File: src/rtl/rom_loader_pkg.sv
// Shared constants for the serial program loader: sync byte, count width, FSM states.
package rom_loader_pkg;

    localparam logic [7:0] LOADER_SYNC = 8'h55;
    localparam int         COUNT_W     = 16;

    typedef enum logic [2:0] {
        ST_IDLE    = 3'd0,
        ST_CNT_HI  = 3'd1,
        ST_CNT_LO  = 3'd2,
        ST_DATA_HI = 3'd3,
        ST_DATA_LO = 3'd4,
        ST_CHECK   = 3'd5,
        ST_DONE    = 3'd6,
        ST_ERROR   = 3'd7
    } state_e;

    function automatic logic in_frame(input state_e s);
        return s inside {ST_CNT_HI, ST_CNT_LO, ST_DATA_HI, ST_DATA_LO, ST_CHECK};
    endfunction

endpackage

File: src/rtl/rom_loader_timeout.sv
// Inter-byte idle watchdog: reloads on clear, counts down while enabled, pulses on expiry.
module rom_loader_timeout #(
    parameter int unsigned TIMEOUT_CYCLES = 50_000_000
) (
    input  logic clk_i,
    input  logic rst_i,
    input  logic clr_i,
    input  logic en_i,
    output logic expire_o
);

    localparam int unsigned CW = (TIMEOUT_CYCLES < 2) ? 1 : $clog2(TIMEOUT_CYCLES + 1);
    localparam logic [CW-1:0] LOAD = CW'(TIMEOUT_CYCLES);

    logic [CW-1:0] cnt_q, cnt_d;

    // Expiry fires in the TIMEOUT_CYCLES-th idle cycle; a clear in that cycle suppresses it.
    assign expire_o = (TIMEOUT_CYCLES != 0) && en_i && !clr_i && (cnt_q == CW'(1));

    // Next count
    always_comb begin
        cnt_d = cnt_q;
        if (clr_i) begin
            cnt_d = LOAD;
        end else if (en_i && (cnt_q != '0)) begin
            cnt_d = cnt_q - CW'(1);
        end else begin
            cnt_d = cnt_q;
        end
    end

    // Count register
    always_ff @(posedge clk_i or posedge rst_i) begin
        if (rst_i) begin
            cnt_q <= LOAD;
        end else begin
            cnt_q <= cnt_d;
        end
    end

endmodule

File: src/rtl/rom_loader.sv
// Serial program loader: parses 0x55/count/data/checksum frames from the UART and writes
// big-endian 16-bit words into instruction memory, holding the CPU in reset while loading.
module rom_loader
    import rom_loader_pkg::*;
#(
    parameter int unsigned DEPTH          = 2**15,
    parameter int unsigned WIDTH          = 16,
    parameter int unsigned TIMEOUT_CYCLES = 50_000_000
) (
    input  logic                     i_Clk,
    input  logic                     i_Reset,
    input  logic [7:0]               i_Rx_Data,
    input  logic                     i_Rx_Valid,
    output logic                     o_Rx_Ready,
    output logic                     o_Wr_En,
    output logic [$clog2(DEPTH)-1:0] o_Wr_Addr,
    output logic [WIDTH-1:0]         o_Wr_Data,
    output logic                     o_Cpu_Reset,
    output logic                     o_Busy,
    output logic                     o_Done,
    output logic                     o_Error
);

    localparam int unsigned AW = $clog2(DEPTH);

    state_e               state_q, state_d;
    logic [7:0]           hi_q, hi_d;
    logic [7:0]           chk_q, chk_d;
    logic [COUNT_W-1:0]   remain_q, remain_d;
    logic [AW-1:0]        addr_q, addr_d;
    logic [AW-1:0]        wr_addr_q, wr_addr_d;
    logic [WIDTH-1:0]     wr_data_q, wr_data_d;
    logic                 wr_en_q, wr_en_d;
    logic                 busy_q, busy_d, done_q, done_d;
    logic                 error_q, error_d, cpu_rst_q, cpu_rst_d;
    logic                 fire_s, expire_s, tmo_en_s, tmo_clr_s;
    logic [COUNT_W-1:0]   count_s;

    // Memory takes a write every cycle, so the loader never back-pressures.
    assign o_Rx_Ready = 1'b1;
    assign fire_s     = i_Rx_Valid;
    assign tmo_en_s   = in_frame(state_q);
    assign tmo_clr_s  = fire_s || !tmo_en_s;
    assign count_s    = {hi_q, i_Rx_Data};

    rom_loader_timeout #(
        .TIMEOUT_CYCLES(TIMEOUT_CYCLES)
    ) u_timeout (
        .clk_i   (i_Clk),
        .rst_i   (i_Reset),
        .clr_i   (tmo_clr_s),
        .en_i    (tmo_en_s),
        .expire_o(expire_s)
    );

    // Frame parser next-state and datapath
    always_comb begin
        state_d   = state_q;
        hi_d      = hi_q;
        chk_d     = chk_q;
        remain_d  = remain_q;
        addr_d    = addr_q;
        wr_en_d   = 1'b0;
        wr_addr_d = wr_addr_q;
        wr_data_d = wr_data_q;
        if (expire_s) begin
            state_d = ST_ERROR;
        end else begin
            case (state_q)
                ST_IDLE, ST_DONE, ST_ERROR: begin
                    if (fire_s && (i_Rx_Data == LOADER_SYNC)) begin
                        state_d = ST_CNT_HI;
                        chk_d   = 8'h00;
                        addr_d  = '0;
                    end else begin
                        state_d = state_q;
                    end
                end
                ST_CNT_HI: begin
                    if (fire_s) begin
                        hi_d    = i_Rx_Data;
                        chk_d   = chk_q ^ i_Rx_Data;
                        state_d = ST_CNT_LO;
                    end else begin
                        state_d = state_q;
                    end
                end
                ST_CNT_LO: begin
                    if (fire_s) begin
                        chk_d    = chk_q ^ i_Rx_Data;
                        remain_d = count_s;
                        if (32'(count_s) > DEPTH) begin
                            state_d = ST_ERROR;
                        end else if (count_s == '0) begin
                            state_d = ST_CHECK;
                        end else begin
                            state_d = ST_DATA_HI;
                        end
                    end else begin
                        state_d = state_q;
                    end
                end
                ST_DATA_HI: begin
                    if (fire_s) begin
                        hi_d    = i_Rx_Data;
                        chk_d   = chk_q ^ i_Rx_Data;
                        state_d = ST_DATA_LO;
                    end else begin
                        state_d = state_q;
                    end
                end
                ST_DATA_LO: begin
                    if (fire_s) begin
                        chk_d     = chk_q ^ i_Rx_Data;
                        wr_en_d   = 1'b1;
                        wr_addr_d = addr_q;
                        wr_data_d = {hi_q, i_Rx_Data};
                        addr_d    = addr_q + AW'(1);
                        remain_d  = remain_q - 16'd1;
                        if (remain_q == 16'd1) begin
                            state_d = ST_CHECK;
                        end else begin
                            state_d = ST_DATA_HI;
                        end
                    end else begin
                        state_d = state_q;
                    end
                end
                ST_CHECK: begin
                    if (fire_s) begin
                        if (i_Rx_Data == chk_q) begin
                            state_d = ST_DONE;
                        end else begin
                            state_d = ST_ERROR;
                        end
                    end else begin
                        state_d = state_q;
                    end
                end
                default: state_d = ST_IDLE;
            endcase
        end
        // ERROR keeps the CPU held until a good frame arrives.
        busy_d    = in_frame(state_d);
        done_d    = (state_d == ST_DONE);
        error_d   = (state_d == ST_ERROR);
        cpu_rst_d = in_frame(state_d) || (state_d == ST_ERROR);
    end

    // State, datapath and registered outputs
    always_ff @(posedge i_Clk or posedge i_Reset) begin
        if (i_Reset) begin
            state_q   <= ST_IDLE;
            hi_q      <= 8'h00;
            chk_q     <= 8'h00;
            remain_q  <= '0;
            addr_q    <= '0;
            wr_en_q   <= 1'b0;
            wr_addr_q <= '0;
            wr_data_q <= '0;
            busy_q    <= 1'b0;
            done_q    <= 1'b0;
            error_q   <= 1'b0;
            cpu_rst_q <= 1'b0;
        end else begin
            state_q   <= state_d;
            hi_q      <= hi_d;
            chk_q     <= chk_d;
            remain_q  <= remain_d;
            addr_q    <= addr_d;
            wr_en_q   <= wr_en_d;
            wr_addr_q <= wr_addr_d;
            wr_data_q <= wr_data_d;
            busy_q    <= busy_d;
            done_q    <= done_d;
            error_q   <= error_d;
            cpu_rst_q <= cpu_rst_d;
        end
    end

    assign o_Wr_En     = wr_en_q;
    assign o_Wr_Addr   = wr_addr_q;
    assign o_Wr_Data   = wr_data_q;
    assign o_Busy      = busy_q;
    assign o_Done      = done_q;
    assign o_Error     = error_q;
    assign o_Cpu_Reset = cpu_rst_q;

endmodule

File: config.mk
export PLATFORM = sky130hd
export DESIGN_NAME = rom_loader
export DESIGN_NICKNAME = d
export VERILOG_FILES = /design/src/rtl/rom_loader_pkg.sv /design/src/rtl/rom_loader_timeout.sv /design/src/rtl/rom_loader.sv
export SDC_FILE = /design/constraint.sdc
export NUM_CORES = 1
export LEC_CHECK = 0
export CORE_MARGIN = 2
export CORE_UTILIZATION = 45
export DETAILED_ROUTE_END_ITERATION = 8
export PLACE_DENSITY = 0.67
export SYNTH_ARGS = -nofsm -noshare
export SYNTH_HDL_FRONTEND = slang
export SYNTH_HIERARCHICAL = 1
export SYNTH_SLANG_ARGS = --single-unit
File: constraint.sdc
create_clock -name i_Clk -period 9.7 [get_ports i_Clk]
set_input_delay 1.455 -clock i_Clk [delete_from_list [all_inputs] [get_ports i_Clk]]
set_output_delay 1.455 -clock i_Clk [all_outputs]
set_load 0.05 [all_outputs]
==> flow_summary_export.csv, run 1 <==
group,metric,value,unit
worst_setup_path,timing.critical_path.cells,"clkdlybuf4s50_1 > inv_1 > nand2_1 > inv_1 > nand3_1 > nor4_1 > nand2b_1 > nor3_2 > nand2_1 > buf_4 > mux2_2",
power,powerDensity,268,nW/um^2
detailed_routing,wl_per_cell,15.9,um
placement,dp_cells,770,
floorplanning,dieArea,13600,um^2
worst_setup_path,cp.required,9.94,ns
worst_setup_path,r2r_slack,5.40,ns
logic_synthesis,synthFlopType,"dfrtp_1",
timing,finalCritPeriodShare,0.513,
floorplanning,io_pins,48,
detailed_routing,wl_met2,5.86,mm
detailed_routing,vias,4504,
clocking,hold_buffers,0,
clocking,cts.clk_slew.worst_paths,0.07,ns
timing,final-hold-violation-count,0,
cells_and_area,n_antenna_cell,0,
clocking,clock_latency,0.36,ns
hold_path,min_path_type,"flip-flop to flip-flop",
global_route,groute.usage.overall,0.198,
floorplanning,std_cell_rows,41,
job,max-cap-violations,0,
run_status,status,"complete, no violations",
cells_and_area,nNetsFinal,625,
floorplanning,fp.dieW,117,um
detailed_routing,vias_per_cell,5.73,
logic_synthesis,synthesis.area,5730,um^2
power,leakage,2.64,nW
timing,relSlewSlack,0.279,
worst_setup_path,path_class,"input port to flip-flop",
global_route,grt_first_pass_wirelength,21.0,mm
cells_and_area,multi_input_area,2700,um^2
cells_and_area,nFillCells,1122,
worst_setup_path,cp_slowest_cell,"nor4_1",
logic_synthesis,synth_edf_count,0,
global_route,grt_antenna_before_repair,0,
timing,rsz0062_at_grt,"false",
clocking,numCtsBuffers,9,
logic_synthesis,async_reset_ff_frac,1.00,
clocking,htreeDepth,3,
cells_and_area,layout-drive-gt1-share,0.135,
timing,setup_tns,0,ns
cells_and_area,register_area,2820,um^2
logic_synthesis,syn_nets,596,
detailed_routing,wl_met3,609,um
clocking,post_cts_buffers,0,
detailed_routing,antenna_left,0,
logic_synthesis,synth_cell_types,67,
timing,finClkSkew,0.00877,ns
placement,dp_hpwl,8.40,mm
logic_synthesis,synth_warnings,6,
floorplanning,die_h,117,um
worst_setup_path,crit_family,"simple AND/OR/NAND/NOR gates",
detailed_routing,drt-pass1-iter-count,5,
detailed_routing,highest_layer,"met4",
timing,fin_crit,4.97,ns
clocking,clock_sinks,112,
clocking,clock_path_buffers,2,
timing,slew_viol_final,0,
placement,io_buffers,46,
detailed_routing,route.detailed.drc,0,
detailed_routing,route.layer.met1.wl,5.83,mm
floorplanning,core,12500,um^2
global_route,first_global_vias,4279,
timing,worst_slew_pin_slew,1.08,ns
worst_setup_path,crit_path_start_kind,"input port",
detailed_routing,drtIter0Drc,298,
cells_and_area,syn2layout_area_growth,14.6,%
logic_synthesis,avgSynthCellArea,9.88,um^2
power,ir_drop,0.145,mV
detailed_routing,totalWireLength,12.5,mm
clocking,cts-resized-gates,0,
worst_setup_path,arrival,5.21,ns
global_route,grt_max_degree,87,
worst_setup_path,crit_path_end_kind,"flip-flop",
clocking,cts_tree,"built",
placement,place.gp.congestion,0.837,
logic_synthesis,ys_ff_latch,112,
logic_synthesis,seq_area_frac_synth,0.492,
floorplanning,start_util,0.458,
global_route,grt_overflow,0,
timing,setup_violations,0,
worst_setup_path,critPathMaxStageDelay,0.79,ns
worst_setup_path,cp_num_buf_inv,4,
cells_and_area,finalNonFillerCells,786,
clocking,cts_root_buf,"clkbuf_16",
logic_synthesis,syn_inst,580,
worst_setup_path,cp_max_fo,31,
timing,fmax,201,MHz
worst register-to-register path: cells and delay by family (launching register included):
kind                   cells  cell delay (ns)
and+or+nand+nor            8             2.47
buffers and inverters      3             0.80
DFF                        1             0.52
muxes                      1             0.39
cells in the final DEF, fill, tap and decap left out, drive strengths merged, types with 4 or more instances in the layout:
cell and count:
mux2 35, ha 5, clkinv 4, and3 4, nor3 16, inv 17, o31ai 12, or3 10
dfstp 12, nor2b 6, o21ai 68, clkbuf 11, xnor2 16, nand2b 13, a21oi 30, and2 6
nand3 21, dfrtp 100, nor2 40, or4 18, nand2 40, or2 5, clkdlybuf4s50 46, nand4 9
xor2 5, nor4 21
cells in the mapped netlist (all sizes together), types with 2 or more instances:
cell type | count | share of area
nor2 | 40 | 0.026
nand4 | 9 | 0.011
mux2 | 35 | 0.069
mux2i | 2 | 0.0035
xor2 | 5 | 0.0076
clkbuf | 19 | 0.013
nor3b | 2 | 0.0026
or4b | 2 | 0.0041
nor4b | 2 | 0.0031
or2b | 2 | 0.0026
nor4 | 21 | 0.028
nor3 | 16 | 0.016
or3 | 10 | 0.011
o41ai | 2 | 0.0031
o22ai | 2 | 0.0022
o21ai | 68 | 0.059
nand2b | 13 | 0.014
o211ai | 3 | 0.0048
nand3b | 2 | 0.0026
and2 | 6 | 0.0066
or4 | 18 | 0.024
and3 | 4 | 0.0044
inv | 17 | 0.011
nand3 | 21 | 0.018
o31ai | 12 | 0.017
buf | 12 | 0.013
nor2b | 6 | 0.0066
nand2 | 40 | 0.026
dfstp | 12 | 0.055
a21o | 2 | 0.0026
a21oi | 30 | 0.026
a22oi | 3 | 0.0039
ha | 5 | 0.011
or2 | 5 | 0.0055
dfrtp | 100 | 0.44
a311o | 2 | 0.0035
xnor2 | 16 | 0.024
path summary, 6_finish.rpt:
path,to,startpoint,cells past startpoint
max,o_Wr_Data[12]$_DFFE_PP0P_,i_Rx_Valid,11
min,o_Wr_Addr[14]$_DFFE_PP0P_,o_Wr_Addr[14]$_DFFE_PP0P_,2
max reg2reg,o_Wr_Data[9]$_DFFE_PP0P_,state_q[2]$_DFF_PP0_,12
min reg2reg,o_Wr_Addr[14]$_DFFE_PP0P_,o_Wr_Addr[14]$_DFFE_PP0P_,2
max in group asynchronous,chk_q[5]$_DFFE_PP0P_,i_Reset,3
min in group asynchronous,u_timeout/cnt_q[24]$_DFFE_PP0P_,i_Reset,2
routing by layer:
metal | vias to the layer above | GRT usage
met1 | 2213 | 0.271
li1 | 2163 | -
met5 | - | 0
met3 | 13 | 0.0458
met4 | 0 | 0.0675
met2 | 115 | 0.312
sequential cells by signal, summed over array words and instances, names as in the netlist, 3 cells and up:
signal           count
u_timeout/cnt_q     26
o_Wr_Data           16
remain_q            16
addr_q              15
o_Wr_Addr           15
chk_q                8
hi_q                 8
state_q              3
metrics by stage:
step                      area [um^2]  hold WS, ns  utilization  worst slack, ns  power, mW
final                            6570        0.481        0.524             4.73       1.76
after global routing             6570        0.516        0.524             4.32       1.88
after detailed placement         6280        0.470        0.502             4.37       1.41
after global placement           6280        0.470        0.502             4.51       1.39
after CTS                        6570        0.487        0.524             4.74       1.77
after floorplan                  5730        0.455            -             5.94       1.23
cells by family (layout without fill, tap and decap cells):
group,Yosys count,after routing,synth area share
simple gates,221,221,0.216
compound gates,135,135,0.140
flops,112,112,0.492
buf+inv,48,82,0.0367
mux,37,37,0.0723
xor+xnor,21,21,0.0321
fa+ha+maj,5,5,0.0109
other cells,1,1,0.000655
power by group:
part	total [mW]	switching (mW)	internal, mW	leakage, nW
Clock	0.357	0.173	0.184	0.138
Combinational	0.689	0.423	0.266	1.07
Sequential	0.714	0.130	0.584	1.43
Total	1.76	0.725	1.03	2.64
cell type report:
| type | instances | area share |
|---|---|---|
| sequential | 112 | 0.429 |
| multi-input combinational | 420 | 0.411 |
| timing repair buffer | 49 | 0.0736 |
| clock buffer | 11 | 0.0370 |
| tap | 172 | 0.0328 |
| inverter | 17 | 0.00991 |
| clock inverter | 5 | 0.00629 |
No activity file was read; power rests on OpenSTA's default activity.
==> run 2: changes to the inputs <==
Clock period 9.7 ns to 4.9 ns, I/O delays scaled along.
==> run 2 against run 1 <==
  * Clock-buffer cell count is 1 lower
  * Sequential power is 97% higher
  * Die area stayed put
  * Register-to-register slack worse by 3.8 ns
  * Clock power is 100% higher
  * Clock skew is 0.0058 ns higher
  * First-iteration DRC count is 29% lower
  * Critical path type is now flip-flop to flip-flop
  * Critical endpoint is now addr_q[8]$_DFFE_PP0P_
  * Largest cell class unchanged
==> flow_summary_export.csv, run 2 (synthesis results as in run 1) <==
group,metric,value,unit
placement,post-place-ws,1.30,ns
power,leakage,2.67,nW
detailed_routing,vias_per_cell,5.77,
timing,finClkSkew,0.0146,ns
clocking,clock_sinks,112,
clocking,cts_tree,"built",
timing,finalCritPeriodShare,0.675,
timing,worst_slew_pin_slew,1.04,ns
floorplanning,io_pins,48,
floorplanning,dieArea,13600,um^2
timing,final-hold-violation-count,0,
placement,dp_hpwl,8.63,mm
detailed_routing,wl_per_cell,16.2,um
clocking,clock_latency,0.37,ns
timing,setup_violations,0,
cells_and_area,layout_common_cells,"dfrtp_1 (100), o21ai_0 (56), clkdlybuf4s50_1 (46)",
clocking,cts_root_buf,"clkbuf_16",
cells_and_area,layout-drive-gt1-share,0.144,
floorplanning,die_h,117,um
global_route,first_global_vias,4376,
floorplanning,fp.dieW,117,um
timing,slew_viol_final,0,
clocking,post_cts_buffers,0,
global_route,groute.usage.overall,0.200,
global_route,grt_antenna_before_repair,0,
clocking,htreeDepth,3,
floorplanning,core,12500,um^2
power,powerDensity,531,nW/um^2
timing,holdWs,0.485,ns
hold_path,hp-start,"o_Wr_Addr[4]$_DFFE_PP0P_",
worst_setup_path,crit_path_start_kind,"flip-flop",
worst_setup_path,path_class,"flip-flop to flip-flop",
global_route,grt_overflow,0,
timing,fin_crit,3.31,ns
global_route,grt_max_degree,61,
cells_and_area,top_register,"u_timeout/cnt_q",
detailed_routing,drtIter0Drc,213,
clocking,cts.clk_slew.worst_paths,0.08,ns
worst_setup_path,arrival,3.55,ns
worst_setup_path,crit_path_end_kind,"flip-flop",
worst_setup_path,cp_max_fo,18,
cells_and_area,largest_reg_flops,26,
worst_setup_path,crit_start,"state_q[2]$_DFF_PP0_",
timing,relSlewSlack,0.307,
worst_setup_path,critPathMaxStageDelay,0.61,ns
detailed_routing,antenna_left,0,
detailed_routing,vias,4567,
run_status,status,"complete, no violations",
cells_and_area,nNetsFinal,630,
worst_setup_path,cp_slowest_cell,"a2111o_1",
timing,layout_setup_ws,1.59,ns
timing,fmax,302,MHz
power,ir_drop,0.272,mV
timing,setup_tns,0,ns
worst_setup_path,rr_startpoint,"state_q[2]$_DFF_PP0_",
worst_setup_path,cp.required,5.14,ns
cells_and_area,final_util,0.528,
cells_and_area,layout_commonest_cell,"dfrtp_1",
cells_and_area,syn2layout_area_growth,15.3,%
clocking,numCtsBuffers,9,
timing,rsz0062_at_grt,"false",
detailed_routing,totalWireLength,12.8,mm
placement,io_buffers,46,
floorplanning,std_cell_rows,41,
clocking,cts-resized-gates,0,
hold_path,min_path_type,"flip-flop to flip-flop",
clocking,hold_buffers,0,
detailed_routing,drt-pass1-iter-count,5,
global_route,grt_first_pass_wirelength,21.3,mm
cells_and_area,n_antenna_cell,0,
detailed_routing,route.detailed.drc,0,
clocking,clock_path_buffers,2,
job,max-cap-violations,0,
placement,place.gp.congestion,0.832,
worst_setup_path,timing.critical_path.cells,"or3_1 > nand2_1 > inv_1 > nand2_1 > inv_1 > nand3_1 > nor4_1 > buf_4 > a2111o_1 > nor4_1 > xnor2_1 > nor2_1",
floorplanning,start_util,0.458,
## run 2: worst paths after layout
path	slack, ns	endpoint	cells after the start
setup / recovery	1.59	addr_q[8]$_DFFE_PP0P_	12
hold / removal	0.48	o_Wr_Addr[4]$_DFFE_PP0P_	2
setup reg to reg	1.59	addr_q[8]$_DFFE_PP0P_	12
hold reg to reg	0.48	o_Wr_Addr[4]$_DFFE_PP0P_	2
max in group asynchronous	3.03	chk_q[7]$_DFFE_PP0P_	3
min in group asynchronous	0.92	o_Wr_En$_DFF_PP0_	2
## run 2: per-stage QoR
stage | instance area (um^2) | instances | power (mW)
CTS | 6610 | 791 | 3.53
floorplan | 5730 | 580 | 2.43
global route | 6610 | 791 | 3.74
finish | 6610 | 791 | 3.51
global placement | 6320 | 775 | 2.76
detailed placement | 6320 | 775 | 2.79
## run 2: cell type report
type	count	area, um^2
flip-flops and latches	112	2820
multi-input cells	420	2700
fillers	1158	5910
well taps	172	215
repair buffers	54	520
clock buffers	10	239
inverters	17	65.1
clock inverters	6	48.8
## run 2: worst max-delay path: cells and delay by family, from the launching register on
kind	cells	cell delay [ns]
AOI/OAI and AO/OA	1	0.61
and+or+nand+nor	7	1.38
xor gates and xnor gates	1	0.18
DFF	1	0.51
buffers and inverters	3	0.50
## run 2: layer usage
| metal | track usage | vias up | part of all wire |
|---|---|---|---|
| li1 | - | 2170 | - |
| met1 | 0.270 | 2257 | 0.46 |
| met2 | 0.321 | 119 | 0.47 |
| met3 | 0.0324 | 21 | 0.044 |
| met4 | 0.0871 | 0 | 0.024 |
| met5 | 0 | - | 0 |
## run 2: power by group
group / total [mW] / switching [mW] / internal (mW)
Sequential: 1.41 / 0.249 / 1.16
Clock: 0.720 / 0.355 / 0.366
Combinational: 1.38 / 0.847 / 0.535
